`config.mk`:
```
export PLATFORM = sky130hd
export DESIGN_NAME = fsm_actuator
export DESIGN_NICKNAME = d
export VERILOG_FILES = /design/src/rtl/fsm_actuator.sv
export SDC_FILE = /design/constraint.sdc
export NUM_CORES = 1
export LEC_CHECK = 0
export ABC_AREA = 1
export CORE_UTILIZATION = 56
export CTS_CLUSTER_SIZE = 40
export DETAILED_ROUTE_END_ITERATION = 8
export GPL_ROUTABILITY_DRIVEN = 0
export PLACE_DENSITY = 0.79
export SYNTH_ARGS = -nofsm -noshare
export SYNTH_HDL_FRONTEND = slang
export SYNTH_SLANG_ARGS = --single-unit
```
`constraint.sdc`:
```
create_clock -name clk -period 1.9 [get_ports clk]
set_input_delay 0.38 -clock clk [delete_from_list [all_inputs] [get_ports clk]]
set_output_delay 0.38 -clock clk [all_outputs]
set_load 0.02 [all_outputs]
```
`src/rtl/fsm_actuator.sv`:
```
// -----------------------------------------------------------------------------
// fsm_actuator
// Far-end responder for the fsm_module command interface. Takes the
// controller's commands and drives a stepped motor model. Position moves
// one step every STEP_CYCLES unjammed cycles. A stall that lasts TIMEOUT
// cycles latches FAULT, which goes back to the controller.
//
// Ports:
//   clk         system clock, rising edge
//   rst         synchronous active-high reset
//   EN_INSERT   command: move toward POS_MAX
//   EN_RELEASE  command: move toward 0
//   EN_RESET    command: clear fault/alarm, home to 0
//   EN_ALARM    command: emergency stop + alarm
//   JAM         mechanism stall indicator (blocks stepping)
//   MOTOR_ON    motor drive enable
//   MOTOR_DIR   1 = insert direction, 0 = release/home
//   POS         current position, 0..POS_MAX
//   BUSY        high in MOVE_IN, MOVE_OUT, HOMING
//   DONE        one-cycle completion pulse
//   FAULT       latched fault
//   ALARM_OUT   alarm active level
//   BUZZ        alarm tone, toggles every ALARM_DIV cycles while in ALARM
// All outputs are registered.
// -----------------------------------------------------------------------------
module fsm_actuator #(
   parameter int POS_W       = 4,
   parameter int POS_MAX     = 10,
   parameter int STEP_CYCLES = 4,
   parameter int TIMEOUT     = 16,
   parameter int ALARM_DIV   = 2
) (
   input  logic             clk,
   input  logic             rst,
   input  logic             EN_INSERT,
   input  logic             EN_RELEASE,
   input  logic             EN_RESET,
   input  logic             EN_ALARM,
   input  logic             JAM,
   output logic             MOTOR_ON,
   output logic             MOTOR_DIR,
   output logic [POS_W-1:0] POS,
   output logic             BUSY,
   output logic             DONE,
   output logic             FAULT,
   output logic             ALARM_OUT,
   output logic             BUZZ
);

   localparam int SW = $clog2(STEP_CYCLES + 1);
   localparam int TW = $clog2(TIMEOUT + 1);
   localparam int BW = $clog2(ALARM_DIV + 1);

   localparam logic [POS_W-1:0] POS_TOP    = POS_W'(POS_MAX);
   localparam logic [SW-1:0]    STEP_LAST  = SW'(STEP_CYCLES - 1);
   localparam logic [TW-1:0]    STALL_LAST = TW'(TIMEOUT - 1);
   localparam logic [BW-1:0]    BUZZ_LAST  = BW'(ALARM_DIV - 1);

   typedef enum logic [2:0] {
      S_IDLE, S_MOVE_IN, S_MOVE_OUT, S_HOMING, S_FAULTED, S_ALARM
   } state_t;

   state_t          state;
   logic [SW-1:0]   step_cnt;
   logic [TW-1:0]   stall_cnt;
   logic [BW-1:0]   buzz_cnt;
   logic [POS_W-1:0] pos_up, pos_dn;

   assign pos_up = POS + POS_W'(1);
   assign pos_dn = POS - POS_W'(1);

   always_ff @(posedge clk) begin
      if (rst) begin
         state     <= S_IDLE;
         POS       <= '0;
         step_cnt  <= '0;
         stall_cnt <= '0;
         buzz_cnt  <= '0;
         MOTOR_ON  <= 1'b0;
         MOTOR_DIR <= 1'b0;
         BUSY      <= 1'b0;
         DONE      <= 1'b0;
         FAULT     <= 1'b0;
         ALARM_OUT <= 1'b0;
         BUZZ      <= 1'b0;
      end else begin
         DONE <= 1'b0;
         case (state)
            S_IDLE: begin
               if (EN_ALARM) begin
                  state     <= S_ALARM;
                  ALARM_OUT <= 1'b1;
                  BUZZ      <= 1'b0;
                  buzz_cnt  <= '0;
               end else if (EN_RESET) begin
                  // Already home: complete immediately.
                  if (POS == '0) begin
                     DONE <= 1'b1;
                  end else begin
                     state     <= S_HOMING;
                     step_cnt  <= '0;
                     stall_cnt <= '0;
                     MOTOR_ON  <= 1'b1;
                     MOTOR_DIR <= 1'b0;
                     BUSY      <= 1'b1;
                  end
               end else if (EN_INSERT && EN_RELEASE) begin
                  state <= S_FAULTED;
                  FAULT <= 1'b1;
               end else if (EN_INSERT) begin
                  if (POS == POS_TOP) begin
                     DONE <= 1'b1;
                  end else begin
                     state     <= S_MOVE_IN;
                     step_cnt  <= '0;
                     stall_cnt <= '0;
                     MOTOR_ON  <= 1'b1;
                     MOTOR_DIR <= 1'b1;
                     BUSY      <= 1'b1;
                  end
               end else if (EN_RELEASE) begin
                  if (POS == '0) begin
                     DONE <= 1'b1;
                  end else begin
                     state     <= S_MOVE_OUT;
                     step_cnt  <= '0;
                     stall_cnt <= '0;
                     MOTOR_ON  <= 1'b1;
                     MOTOR_DIR <= 1'b0;
                     BUSY      <= 1'b1;
                  end
               end
            end

            S_MOVE_IN, S_MOVE_OUT, S_HOMING: begin
               if (EN_ALARM) begin
                  state     <= S_ALARM;
                  MOTOR_ON  <= 1'b0;
                  MOTOR_DIR <= 1'b0;
                  BUSY      <= 1'b0;
                  ALARM_OUT <= 1'b1;
                  BUZZ      <= 1'b0;
                  buzz_cnt  <= '0;
               end else if (EN_RESET) begin
                  // Restart as a homing move; a reset before the first step
                  // away from 0 finds the mechanism already home.
                  step_cnt  <= '0;
                  stall_cnt <= '0;
                  MOTOR_DIR <= 1'b0;
                  if (POS == '0) begin
                     state    <= S_IDLE;
                     MOTOR_ON <= 1'b0;
                     BUSY     <= 1'b0;
                     DONE     <= 1'b1;
                  end else begin
                     state <= S_HOMING;
                  end
               end else if (JAM) begin
                  // Step counter frozen while jammed; stall counter runs.
                  if (stall_cnt == STALL_LAST) begin
                     state     <= S_FAULTED;
                     stall_cnt <= '0;
                     step_cnt  <= '0;
                     MOTOR_ON  <= 1'b0;
                     MOTOR_DIR <= 1'b0;
                     BUSY      <= 1'b0;
                     FAULT     <= 1'b1;
                  end else begin
                     stall_cnt <= stall_cnt + TW'(1);
                  end
               end else if (step_cnt == STEP_LAST) begin
                  step_cnt  <= '0;
                  stall_cnt <= '0;
                  if (state == S_MOVE_IN) begin
                     if (POS != POS_TOP) POS <= pos_up;
                     if (pos_up == POS_TOP || POS == POS_TOP) begin
                        state     <= S_IDLE;
                        MOTOR_ON  <= 1'b0;
                        MOTOR_DIR <= 1'b0;
                        BUSY      <= 1'b0;
                        DONE      <= 1'b1;
                     end
                  end else begin
                     if (POS != '0) POS <= pos_dn;
                     if (pos_dn == '0 || POS == '0) begin
                        state    <= S_IDLE;
                        MOTOR_ON <= 1'b0;
                        BUSY     <= 1'b0;
                        DONE     <= 1'b1;
                     end
                  end
               end else begin
                  step_cnt <= step_cnt + SW'(1);
               end
            end

            S_FAULTED: begin
               if (EN_ALARM) begin
                  // FAULT stays latched through the alarm.
                  state     <= S_ALARM;
                  ALARM_OUT <= 1'b1;
                  BUZZ      <= 1'b0;
                  buzz_cnt  <= '0;
               end else if (EN_RESET) begin
                  FAULT     <= 1'b0;
                  step_cnt  <= '0;
                  stall_cnt <= '0;
                  if (POS == '0) begin
                     state <= S_IDLE;
                     DONE  <= 1'b1;
                  end else begin
                     state     <= S_HOMING;
                     MOTOR_ON  <= 1'b1;
                     MOTOR_DIR <= 1'b0;
                     BUSY      <= 1'b1;
                  end
               end
            end

            S_ALARM: begin
               if (!EN_ALARM && EN_RESET) begin
                  ALARM_OUT <= 1'b0;
                  BUZZ      <= 1'b0;
                  FAULT     <= 1'b0;
                  buzz_cnt  <= '0;
                  step_cnt  <= '0;
                  stall_cnt <= '0;
                  if (POS == '0) begin
                     state <= S_IDLE;
                     DONE  <= 1'b1;
                  end else begin
                     state     <= S_HOMING;
                     MOTOR_ON  <= 1'b1;
                     MOTOR_DIR <= 1'b0;
                     BUSY      <= 1'b1;
                  end
               end else if (buzz_cnt == BUZZ_LAST) begin
                  buzz_cnt <= '0;
                  BUZZ     <= ~BUZZ;
               end else begin
                  buzz_cnt <= buzz_cnt + BW'(1);
               end
            end

            default: begin
               state     <= S_IDLE;
               MOTOR_ON  <= 1'b0;
               MOTOR_DIR <= 1'b0;
               BUSY      <= 1'b0;
            end
         endcase
      end
   end

endmodule
```
* Yosys cells after proc, flatten, opt, wreduce, memory -nomap -nowiden
Index checks and enable logic that the tools add are counted.
W data, S select, Z words.
** Operators by class
- Equality and inequality tests :: 41
- Bitwise gates (word level) :: 4
- Multiplexer cells :: 140
- Reductions and logical operators :: 24
- $add $sub $neg :: 5
** Operators by type and width (count)
- $mux W3 :: 34
- $mux W5 :: 15
- $mux W1 :: 73
- $reduce_and A10 Y1 :: 3
- $ne A4 B4 Y1 const B :: 7
- $ne A5 B5 Y1 const B :: 5
- $ne A6 B6 Y1 const B :: 4
- $pmux W3 S4 :: 2
- $reduce_and A11 Y1 :: 2
- $ne A2 B2 Y1 const B :: 10
- $pmux W1 S4 :: 5
- $pmux W5 S4 :: 1
- $mux W4 :: 3
- $reduce_and A12 Y1 :: 1
- $eq A3 B2 Y1 const B :: 3
- $ne A3 B3 Y1 const B :: 3
- $eq A4 B4 Y1 const B :: 2
- $logic_not A4 Y1 :: 2
- $mux W2 :: 4
- $reduce_bool A4 Y1 :: 2
- $reduce_and A7 Y1 :: 1
- $eq A3 B3 Y1 const B :: 2
- $reduce_and A3 Y1 :: 2
- $add A5 B1 Y5 const B :: 1
- other kinds (19) :: 27
** Word-level totals
- Logic and storage cells :: 226
- Input port bits :: 7
- Flip-flop bits (word level) :: 24
- Output and inout port bits :: 11

* Depth between registers and ports, before layout
Gate-level depths: netlist of the first run.
- Depth in word-level cells :: 10
- Gate-level depth with buffers :: 16
- Mapped depth without buffers :: 16

* Worst setup path after synthesis of the first run
No wires, ideal clock.
- Path kind :: reg2reg
- From :: reg POS[0]
- To :: reg state[0]
- Data required time :: 1.787 ns
- Setup time :: 0.113 ns
- Arrival time :: 1.755 ns
- Stages on the path, launching flop included :: 13
- Path buffers :: 0
- Period minus slack after synthesis :: 1.867 ns
- Slack :: 0.033 ns
- Path through :: dfxtp_1 > inv_1 > ha_1 > nand3_2 > inv_1 > a31oi_1 > nand2_1 > nor2_2 > nand2_4 > inv_2 > nand2_2 > nand2_1 > nor2_1
** On the way
- Longest elaborated chain between the ends :: 5
- Elaborated cells between the ends (all ways) :: 21
- Those cells by class :: add/sub (2); eq/ne (7); mux (7); reduce/logical (5)
** Ends and longest elaborated chain
- from (decl) :: RTL line 42 : output logic [POS_W-1:0] POS,
- from (signal assigned) :: RTL line 175 : if (POS != POS_TOP) POS <= pos_up;
- from (signal assigned) :: RTL line 184 : if (POS != '0) POS <= pos_dn;
- $add A4 B1 Y4, or another cell as far along :: RTL line 69 : assign pos_up = POS + POS_W'(1);
- $eq A4 B4 Y1, or another cell as far along :: RTL line 176 : if (pos_up == POS_TOP || POS == POS_TOP) begin
- $logic_or A1 B1 Y1, or another cell as far along :: RTL line 176
- $ne A6 B6 Y1 (no source line), or another cell as far along
- $reduce_and A10 Y1 (no source line) / $pmux W3 S4 (equally long branches)
- to (signal assigned) :: RTL line 177 : state <= S_IDLE;
- to (signal assigned) :: RTL line 186 : state <= S_IDLE;
- to (signal assigned) :: RTL line 200 : state <= S_ALARM;
- to (decl) :: RTL line 63 : state_t state;
Several ways; a longest one is shown, not always the timed one. The select of a mux whose other input is x is not followed.
A chain may end at the register's enable or synchronous reset.

* Final worst setup path of the first run
- From :: reg POS[3]
- To :: out POS[3]
No word-level cell between the ends.

==> impl_metrics.prom, run 1 <==
# TYPE chip_impl_metric gauge
chip_impl_info{name="worstPathCellList",value="clkdlybuf4s50_1"} 1
chip_impl_metric{name="ys_seq_area_share",unit="%"} 27.6
chip_impl_info{name="worst_flop_to_flop_path_endpoint",value="MOTOR_ON"} 1
chip_impl_info{name="critPathCaptureType",value="output pin"} 1
chip_impl_metric{name="synthesis.area_per_instance",unit="sq um"} 6.13
chip_impl_metric{name="clock_path_buffers",unit=""} 2
chip_impl_metric{name="drt-pass1-iter-count",unit=""} 6
chip_impl_metric{name="number_of_register_bits_inferred_by_synthesis",unit=""} 24
chip_impl_info{name="ys_dominant_reg_cell",value="dfxtp_1"} 1
chip_impl_info{name="worstHoldPathType",value="reg -> reg"} 1
chip_impl_metric{name="finalWirelength",unit="um"} 4310
chip_impl_metric{name="layout_cells_sized_above_1",unit="%"} 21.5
chip_impl_metric{name="cap_viol_max_count",unit=""} 0
chip_impl_metric{name="numCtsBuffers",unit=""} 3
chip_impl_metric{name="max-vdd-ir-drop",unit="mV"} 0.724
chip_impl_metric{name="synth_warnings",unit=""} 0
chip_impl_metric{name="wl_per_cell",unit="um"} 11.9
chip_impl_metric{name="fp.dieArea",unit="sq mm"} 0.00334
chip_impl_metric{name="area_growth_syn_to_layout",unit="%"} 27.4
chip_impl_metric{name="core",unit="sq mm"} 0.00285
chip_impl_metric{name="place_worst_setup_slack",unit="ns"} -0.156
chip_impl_metric{name="row_count",unit=""} 19
chip_impl_metric{name="cts_num_sinks",unit=""} 24
chip_impl_metric{name="via_per_inst",unit=""} 5.31
chip_impl_metric{name="holdPathStages",unit=""} 2
chip_impl_info{name="cts_tree",value="built"} 1
chip_impl_metric{name="hpwlAfterDp",unit="um"} 3340
chip_impl_info{name="setup.worst_path.start_class",value="flip-flop"} 1
chip_impl_metric{name="power_density",unit="mW/mm^2"} 1030
chip_impl_metric{name="syn_inst",unit=""} 284
chip_impl_metric{name="worst_pin_slew",unit="ns"} 0.483
chip_impl_metric{name="dpl-instance-area",unit="sq mm"} 0.00214
chip_impl_metric{name="antenna_cells_inserted",unit=""} 0
chip_impl_metric{name="drv_slew",unit=""} 0
chip_impl_metric{name="synth.lib_cells_used.distinct",unit=""} 29
chip_impl_metric{name="buffers_inserted_during_post_cts_setup_optimization",unit=""} 0
chip_impl_metric{name="vias_in_the_first_global_route",unit=""} 1760
chip_impl_metric{name="synth_fp_nets",unit=""} 298
chip_impl_metric{name="final_critical_path_setup_slack",unit="ns"} 0.110
chip_impl_metric{name="ios",unit=""} 18
chip_impl_metric{name="route.antenna.remaining_nets",unit=""} 0
chip_impl_metric{name="drt_iter0_markers",unit=""} 126
chip_impl_info{name="violated_checks",value="design-rule violations"} 1
chip_impl_metric{name="grt_max_degree",unit=""} 15
chip_impl_metric{name="io_buffers",unit=""} 17
chip_impl_metric{name="design.final.nets",unit=""} 346
chip_impl_metric{name="tns",unit="ns"} 0
chip_impl_metric{name="critical_path.max_fanout",unit=""} 6
chip_impl_metric{name="clk_pin_slew",unit="ns"} 0.14
chip_impl_metric{name="power.static_leakage",unit="nW"} 1.11
chip_impl_info{name="critical_setup_path_class",value="reg -> out"} 1
chip_impl_metric{name="route.vias.total",unit=""} 1923
chip_impl_metric{name="die_h",unit="um"} 57.8
chip_impl_info{name="worstSetupStartpoint",value="POS[3]"} 1
chip_impl_metric{name="period_needed",unit="ns"} 1.79
chip_impl_metric{name="route.detailed.drc",unit=""} 1
chip_impl_metric{name="setup_violators_final",unit=""} 0
chip_impl_info{name="worst_r2r_startpoint",value="POS[1]"} 1
chip_impl_info{name="dominant_delay_contributor_by_cell_family_on_the_critical_path",value="buffers and inverters"} 1
chip_impl_metric{name="die_span_x",unit="um"} 57.8
chip_impl_info{name="timing.hold.worst_endpoint",value="buzz_cnt[1]"} 1
chip_impl_metric{name="grt_first_pass_wirelength",unit="um"} 7420
chip_impl_info{name="critical_path.slowest_cell",value="clkdlybuf4s50_1"} 1
chip_impl_metric{name="worst_slew_margin_rel",unit="%"} 67.8
chip_impl_metric{name="globalRouteOverflowTotal",unit=""} 0
chip_impl_metric{name="effective_utilization_at_floorplan",unit="%"} 61.1
chip_impl_metric{name="share_of_synthesized_registers_carrying_an_async_set_or_reset",unit="%"} 0
chip_impl_metric{name="worstPathArrival",unit="ns"} 1.41
chip_impl_metric{name="fraction_of_the_core_area_covered_by_cells_at_the_end_of_the_flow",unit="%"} 77.8
chip_impl_metric{name="crit_required",unit="ns"} 1.52
chip_impl_metric{name="finish.instance_area",unit="sq mm"} 0.00222
chip_impl_metric{name="groute.usage.overall",unit="%"} 28.2
chip_impl_metric{name="clk-insertion-delay-late",unit="ns"} 0.32
chip_impl_metric{name="dp_cells",unit=""} 358
chip_impl_metric{name="final_cells",unit=""} 362
chip_impl_metric{name="report.final.hold_viol_count",unit=""} 0
chip_impl_info{name="min-delay-start",value="buzz_cnt[1]"} 1
chip_impl_metric{name="maxClockFrequency",unit="GHz"} 0.559
chip_impl_metric{name="worst_r2r_path_depth",unit=""} 11
chip_impl_info{name="root_buffer",value="clkbuf_4"} 1
chip_impl_info{name="outcome",value="finished, violations left"} 1
chip_impl_metric{name="number_of_synthesized_flops_with_an_enable_pin",unit=""} 0
chip_impl_metric{name="cp_num_buf_inv",unit=""} 1
chip_impl_metric{name="cts_htree_levels",unit=""} 1
chip_impl_metric{name="regToRegSetupSlack",unit="ns"} 0.16
chip_impl_metric{name="max_stage_delay",unit="ns"} 0.64
chip_impl_metric{name="final_min_period_over_clock_period",unit="%"} 94.2
chip_impl_metric{name="grt_antenna_before_repair",unit=""} 0
chip_impl_metric{name="synth.cell_area",unit="sq mm"} 0.00174
chip_impl_metric{name="clock_skew",unit="ns"} 0.00628
==> per-stage QoR <==
| step | hold WS (ns) | total power [W] |
|---|---|---|
| finish | 0.452 | 0.00228 |
| global route | 0.473 | 0.00246 |
| CTS | 0.458 | 0.00225 |
| detailed placement | 0.438 | 0.00187 |
| global placement | 0.435 | 0.00186 |
| floorplan | 0.423 | 0.00150 |
==> final cells by class <==
class	instances	area, sq um
multi-input cells	214	1090
fillers	219	634
flip-flops and latches	24	484
repair buffers	46	388
inverters	43	161
well taps	31	38.8
clock inverters	1	30.0
clock buffers	3	22.5
==> per-layer routing <==
| metal | wire length [um] | vias to the layer above | global-route usage (%) | share of wire, % |
|---|---|---|---|---|
| met2 | 1950 | 78 | 47.3 | 45 |
| met5 | 0 | - | 0 | 0 |
| met4 | 60 | 0 | 10.5 | 1.4 |
| met3 | 272 | 7 | 2.68 | 6.3 |
| li1 | - | 1005 | - | - |
| met1 | 2020 | 833 | 37.8 | 47 |
==> how the worst max path moves through the flow <==
| stage | to | slack, ns | depth (start not counted) |
|---|---|---|---|
| after floorplan | state[0] | 0.03 | 12 |
| after global placement | stall_cnt[3] | -0.14 | 11 |
| after detailed placement | MOTOR_ON | -0.16 | 11 |
| after CTS | POS[2] | 0.02 | 1 |
| after global routing | BUSY | -0.0009 | 10 |
| final | POS[3] | 0.11 | 1 |
==> placed cells by master (no fill, tap or decap), drive strengths merged, types with 3 or more instances in the layout <==
cell	count
buf	29
nor2	47
dfxtp	24
a31oi	4
nand4	3
a21oi	18
nor3	10
o21ai	17
clkbuf	3
ha	7
inv	43
clkdlybuf4s50	17
nand2	80
nand3	19
==> cells in the mapped netlist (7+ instances only) <==
cell type / number / area, sq um
nor2_1: 41 / 154
dfxtp_1: 24 / 480
a21oi_1: 18 / 90.1
nand2_1: 70 / 263
o21ai_0: 17 / 85.1
nor3_1: 10 / 50.1
inv_2: 9 / 33.8
nand2_2: 8 / 50.1
nand3_1: 16 / 80.1
inv_1: 34 / 128
ha_1: 7 / 87.6
==> where the power goes <==
| part | internal, W | switching (W) | total [W] |
|---|---|---|---|
| clock | 0.000213 | 0.000166 | 0.000379 |
| sequential | 0.000576 | 0.0000620 | 0.000638 |
| combinational | 0.000471 | 0.000788 | 0.00126 |
==> timing repair <==
item | 4_1_cts | 5_1_grt
setup endpoints to repair | 0 | 12
hold buffers | 0 | 0
gates resized for setup | 0 | 10
hold endpoints to repair | 0 | 0
==> sequential cells by signal, indices dropped and copies added, names as in the netlist <==
register,count
DONE,1
step_cnt,3
MOTOR_DIR,1
BUZZ,1
MOTOR_ON,1
state,3
stall_cnt,5
FAULT,1
ALARM_OUT,1
buzz_cnt,2
BUSY,1
POS,4
==> cell families after synthesis <==
logic type / Yosys count / share of synthesized area, %
AND/OR/NAND/NOR: 161 / 41.9
buffers and inverters: 46 / 10.7
AO/OA/AOI/OAI: 45 / 14.3
flip-flops: 24 / 27.6
adder cells (fa/ha/maj): 7 / 5.03
XOR/XNOR: 1 / 0.503
Power figures use the tool's default switching activity.
==> inputs of run 2 (changes only) <==
Settings changed: CELL_PAD_IN_SITES_DETAIL_PLACEMENT set to 1, CELL_PAD_IN_SITES_GLOBAL_PLACEMENT set to 1, CORE_UTILIZATION 56 to 39, PLACE_DENSITY 0.79 to unset, PLACE_DENSITY_LB_ADDON set to 0.1.
==> impl_metrics.prom, run 2 (synthesized netlist as in run 1, its figures left out) <==
# TYPE chip_impl_metric gauge
chip_impl_info{name="outcome",value="completed"} 1
chip_impl_info{name="layout_commonest_cell",value="nand2_1"} 1
chip_impl_metric{name="met2_resource_use_gr",unit="%"} 49.8
chip_impl_metric{name="max_stage_delay",unit="ns"} 0.42
chip_impl_metric{name="ios",unit=""} 18
chip_impl_metric{name="drv_slew",unit=""} 0
chip_impl_metric{name="die_span_x",unit="um"} 68.8
chip_impl_metric{name="grt_antenna_before_repair",unit=""} 0
chip_impl_metric{name="report.final.hold_viol_count",unit=""} 0
chip_impl_info{name="cts_tree",value="built"} 1
chip_impl_metric{name="via_per_inst",unit=""} 5.24
chip_impl_metric{name="wl_per_cell",unit="um"} 14.6
chip_impl_metric{name="crit_required",unit="ns"} 2.07
chip_impl_metric{name="fraction_of_the_core_area_covered_by_cells_at_the_end_of_the_flow",unit="%"} 56.5
chip_impl_info{name="worst_flop_to_flop_path_endpoint",value="state[0]"} 1
chip_impl_info{name="timing.hold.worst_endpoint",value="buzz_cnt[1]"} 1
chip_impl_info{name="min-delay-start",value="buzz_cnt[1]"} 1
chip_impl_metric{name="row_count",unit=""} 23
chip_impl_metric{name="cap_viol_max_count",unit=""} 0
chip_impl_metric{name="power.static_leakage",unit="nW"} 1.16
chip_impl_metric{name="core",unit="sq mm"} 0.00414
chip_impl_metric{name="setup_violators_final",unit=""} 0
chip_impl_metric{name="globalRouteOverflowTotal",unit=""} 0
chip_impl_metric{name="drt-pass1-iter-count",unit=""} 4
chip_impl_metric{name="globalRouteMet3Util",unit="%"} 4.11
chip_impl_info{name="critPathCaptureType",value="flip-flop"} 1
chip_impl_info{name="root_buffer",value="clkbuf_8"} 1
chip_impl_metric{name="worst_pin_slew",unit="ns"} 0.449
chip_impl_metric{name="regToRegSetupSlack",unit="ns"} 0.10
chip_impl_metric{name="worstPathArrival",unit="ns"} 1.97
chip_impl_metric{name="hpwlAfterDp",unit="um"} 4520
chip_impl_metric{name="drt_iter0_markers",unit=""} 90
chip_impl_metric{name="grt_max_degree",unit=""} 15
chip_impl_info{name="leading_registers_by_flop_count",value="stall_cnt x5, POS x4"} 1
chip_impl_metric{name="design.final.nets",unit=""} 352
chip_impl_metric{name="route.vias.total",unit=""} 2022
chip_impl_metric{name="period_needed",unit="ns"} 1.80
chip_impl_metric{name="critical_path.max_fanout",unit=""} 7
chip_impl_metric{name="fin_hold_ws",unit="ns"} 0.460
chip_impl_metric{name="route.detailed.drc",unit=""} 0
chip_impl_metric{name="clock_skew",unit="ns"} 0.00365
chip_impl_metric{name="dp_cells",unit=""} 381
chip_impl_info{name="worst_r2r_startpoint",value="POS[0]"} 1
chip_impl_metric{name="largest_reg_flops",unit=""} 5
chip_impl_metric{name="clk-insertion-delay-late",unit="ns"} 0.27
chip_impl_info{name="worstPathCellList",value="inv_4, ha_1, nand3_2, o21ai_0, inv_1, nor4_1, nand2_2, nand2_1, nor2_1"} 1
chip_impl_metric{name="numCtsBuffers",unit=""} 3
chip_impl_metric{name="final_min_period_over_clock_period",unit="%"} 94.7
chip_impl_metric{name="grt_util_met1",unit="%"} 31.4
chip_impl_info{name="regMostFlops",value="stall_cnt"} 1
chip_impl_metric{name="grt_first_pass_wirelength",unit="um"} 9270
chip_impl_info{name="critical_path.slowest_cell",value="nor4_1"} 1
chip_impl_info{name="setup.worst_path.start_class",value="flip-flop"} 1
chip_impl_metric{name="antenna_cells_inserted",unit=""} 0
chip_impl_metric{name="fp.dieArea",unit="sq mm"} 0.00474
chip_impl_metric{name="max-vdd-ir-drop",unit="mV"} 0.532
chip_impl_info{name="final_cell_mix",value="nand2_1 (65), buf_4 (34), nor2_1 (32), inv_1 (29), dfxtp_1 (20)"} 1
chip_impl_metric{name="worst_r2r_path_depth",unit=""} 9
chip_impl_metric{name="maxClockFrequency",unit="GHz"} 0.556
chip_impl_metric{name="die_h",unit="um"} 68.8
chip_impl_info{name="critical_setup_path_class",value="reg -> reg"} 1
chip_impl_info{name="busiest_layer",value="met2"} 1
chip_impl_metric{name="finalWirelength",unit="um"} 5650
chip_impl_metric{name="groute.usage.overall",unit="%"} 26.9
chip_impl_metric{name="clock_path_buffers",unit=""} 2
chip_impl_metric{name="io_buffers",unit=""} 17
chip_impl_metric{name="cts_num_sinks",unit=""} 24
chip_impl_metric{name="vias_in_the_first_global_route",unit=""} 2016
chip_impl_metric{name="effective_utilization_at_floorplan",unit="%"} 42.0
chip_impl_metric{name="post_cts_hold_buffer_count",unit=""} 0
chip_impl_metric{name="worst_slew_margin_rel",unit="%"} 70.0
chip_impl_metric{name="cts_htree_levels",unit=""} 1
chip_impl_metric{name="final_cells",unit=""} 386
chip_impl_metric{name="area_growth_syn_to_layout",unit="%"} 34.3
chip_impl_metric{name="route.antenna.remaining_nets",unit=""} 0
chip_impl_metric{name="power_density",unit="mW/mm^2"} 998
chip_impl_metric{name="holdPathStages",unit=""} 2
chip_impl_metric{name="clk_pin_slew",unit="ns"} 0.09
chip_impl_metric{name="layout_cells_sized_above_1",unit="%"} 27.4
chip_impl_info{name="worstHoldPathType",value="reg -> reg"} 1
chip_impl_metric{name="number_of_filler_cells_placed_in_the_layout",unit=""} 570
-- run 2: cell count changes in the layout (fill, tap and decap cells not counted), sizes merged --
cell	change
buf	+6
bufinv	-1
clkdlybuf4s50	-3
dlymetal6s2s	+3
-- run 2: worst max path at each step --
stage | slack, ns | cells after the start | end | startpoint
4_1_cts | 0.01 | 12 | BUSY | EN_RESET
6_report | 0.10 | 9 | state[0] | POS[0]
3_5_place_dp | -0.31 | 13 | state[0] | EN_RESET
2_1_floorplan | 0.03 | 12 | state[0] | POS[0]
3_3_place_gp | -0.27 | 12 | state[0] | EN_RESET
5_1_grt | -0.03 | 15 | state[0] | POS[2]
-- run 2: power by group --
part | internal [W] | switching [W]
clock network | 0.000142 | 0.000168
registers | 0.000580 | 0.0000667
logic | 0.000510 | 0.000868
total | 0.00123 | 0.00110
-- run 2: final cells by class --
cell class	instances	area, sq um	area share (%)
Inverter	43	166	7.11
Clock buffer	3	41.3	1.76
Timing Repair Buffer	52	444	19.0
Multi-Input combinational cell	214	1140	48.7
Tap cell	50	62.6	2.67
Sequential cell	24	485	20.7
-- run 2: metal layers --
layer  vias up  wire [um]
met3         9        116
met5         -          0
met4         0         82
met1       964       2570
met2        27       2870
li1       1022          -
-- run 2: critical path: cells and delay by family (launching register included) --
kind | cells | cell delay, ns
and+or+nand+nor | 5 | 0.83
buffers and inverters | 2 | 0.14
AOI/OAI and AO/OA | 1 | 0.21
adders and majority gates | 1 | 0.17
DFF | 1 | 0.35
-- run 2: per-stage QoR --
stage	power, W	instance area, sq um	TNS [ns]	worst slack, ns
final	0.00233	2340	0	0.101
after global routing	0.00254	2340	-0.0271	-0.0271
after CTS	0.00230	2240	0	0.0142
after detailed placement	0.00198	2200	-3.46	-0.307
after global placement	0.00192	2200	-2.84	-0.271
after floorplan	0.00150	1740	0	0.0326
-- run 2: what timing repair did --
item                                   CTS  global route
gates cloned                             0             0
gates resized for setup                  2            35
pin swaps                                0            11
endpoints found under the hold margin    0             0
buffers inserted                         0             2
setup endpoints to repair                5            16
==> inputs of run 3 (changes only) <==
Settings changed: CTS_CLUSTER_SIZE 40 to unset.
==> results of run 3 <==
Same layout as run 2: the final DEF is identical, and so are final timing and power.
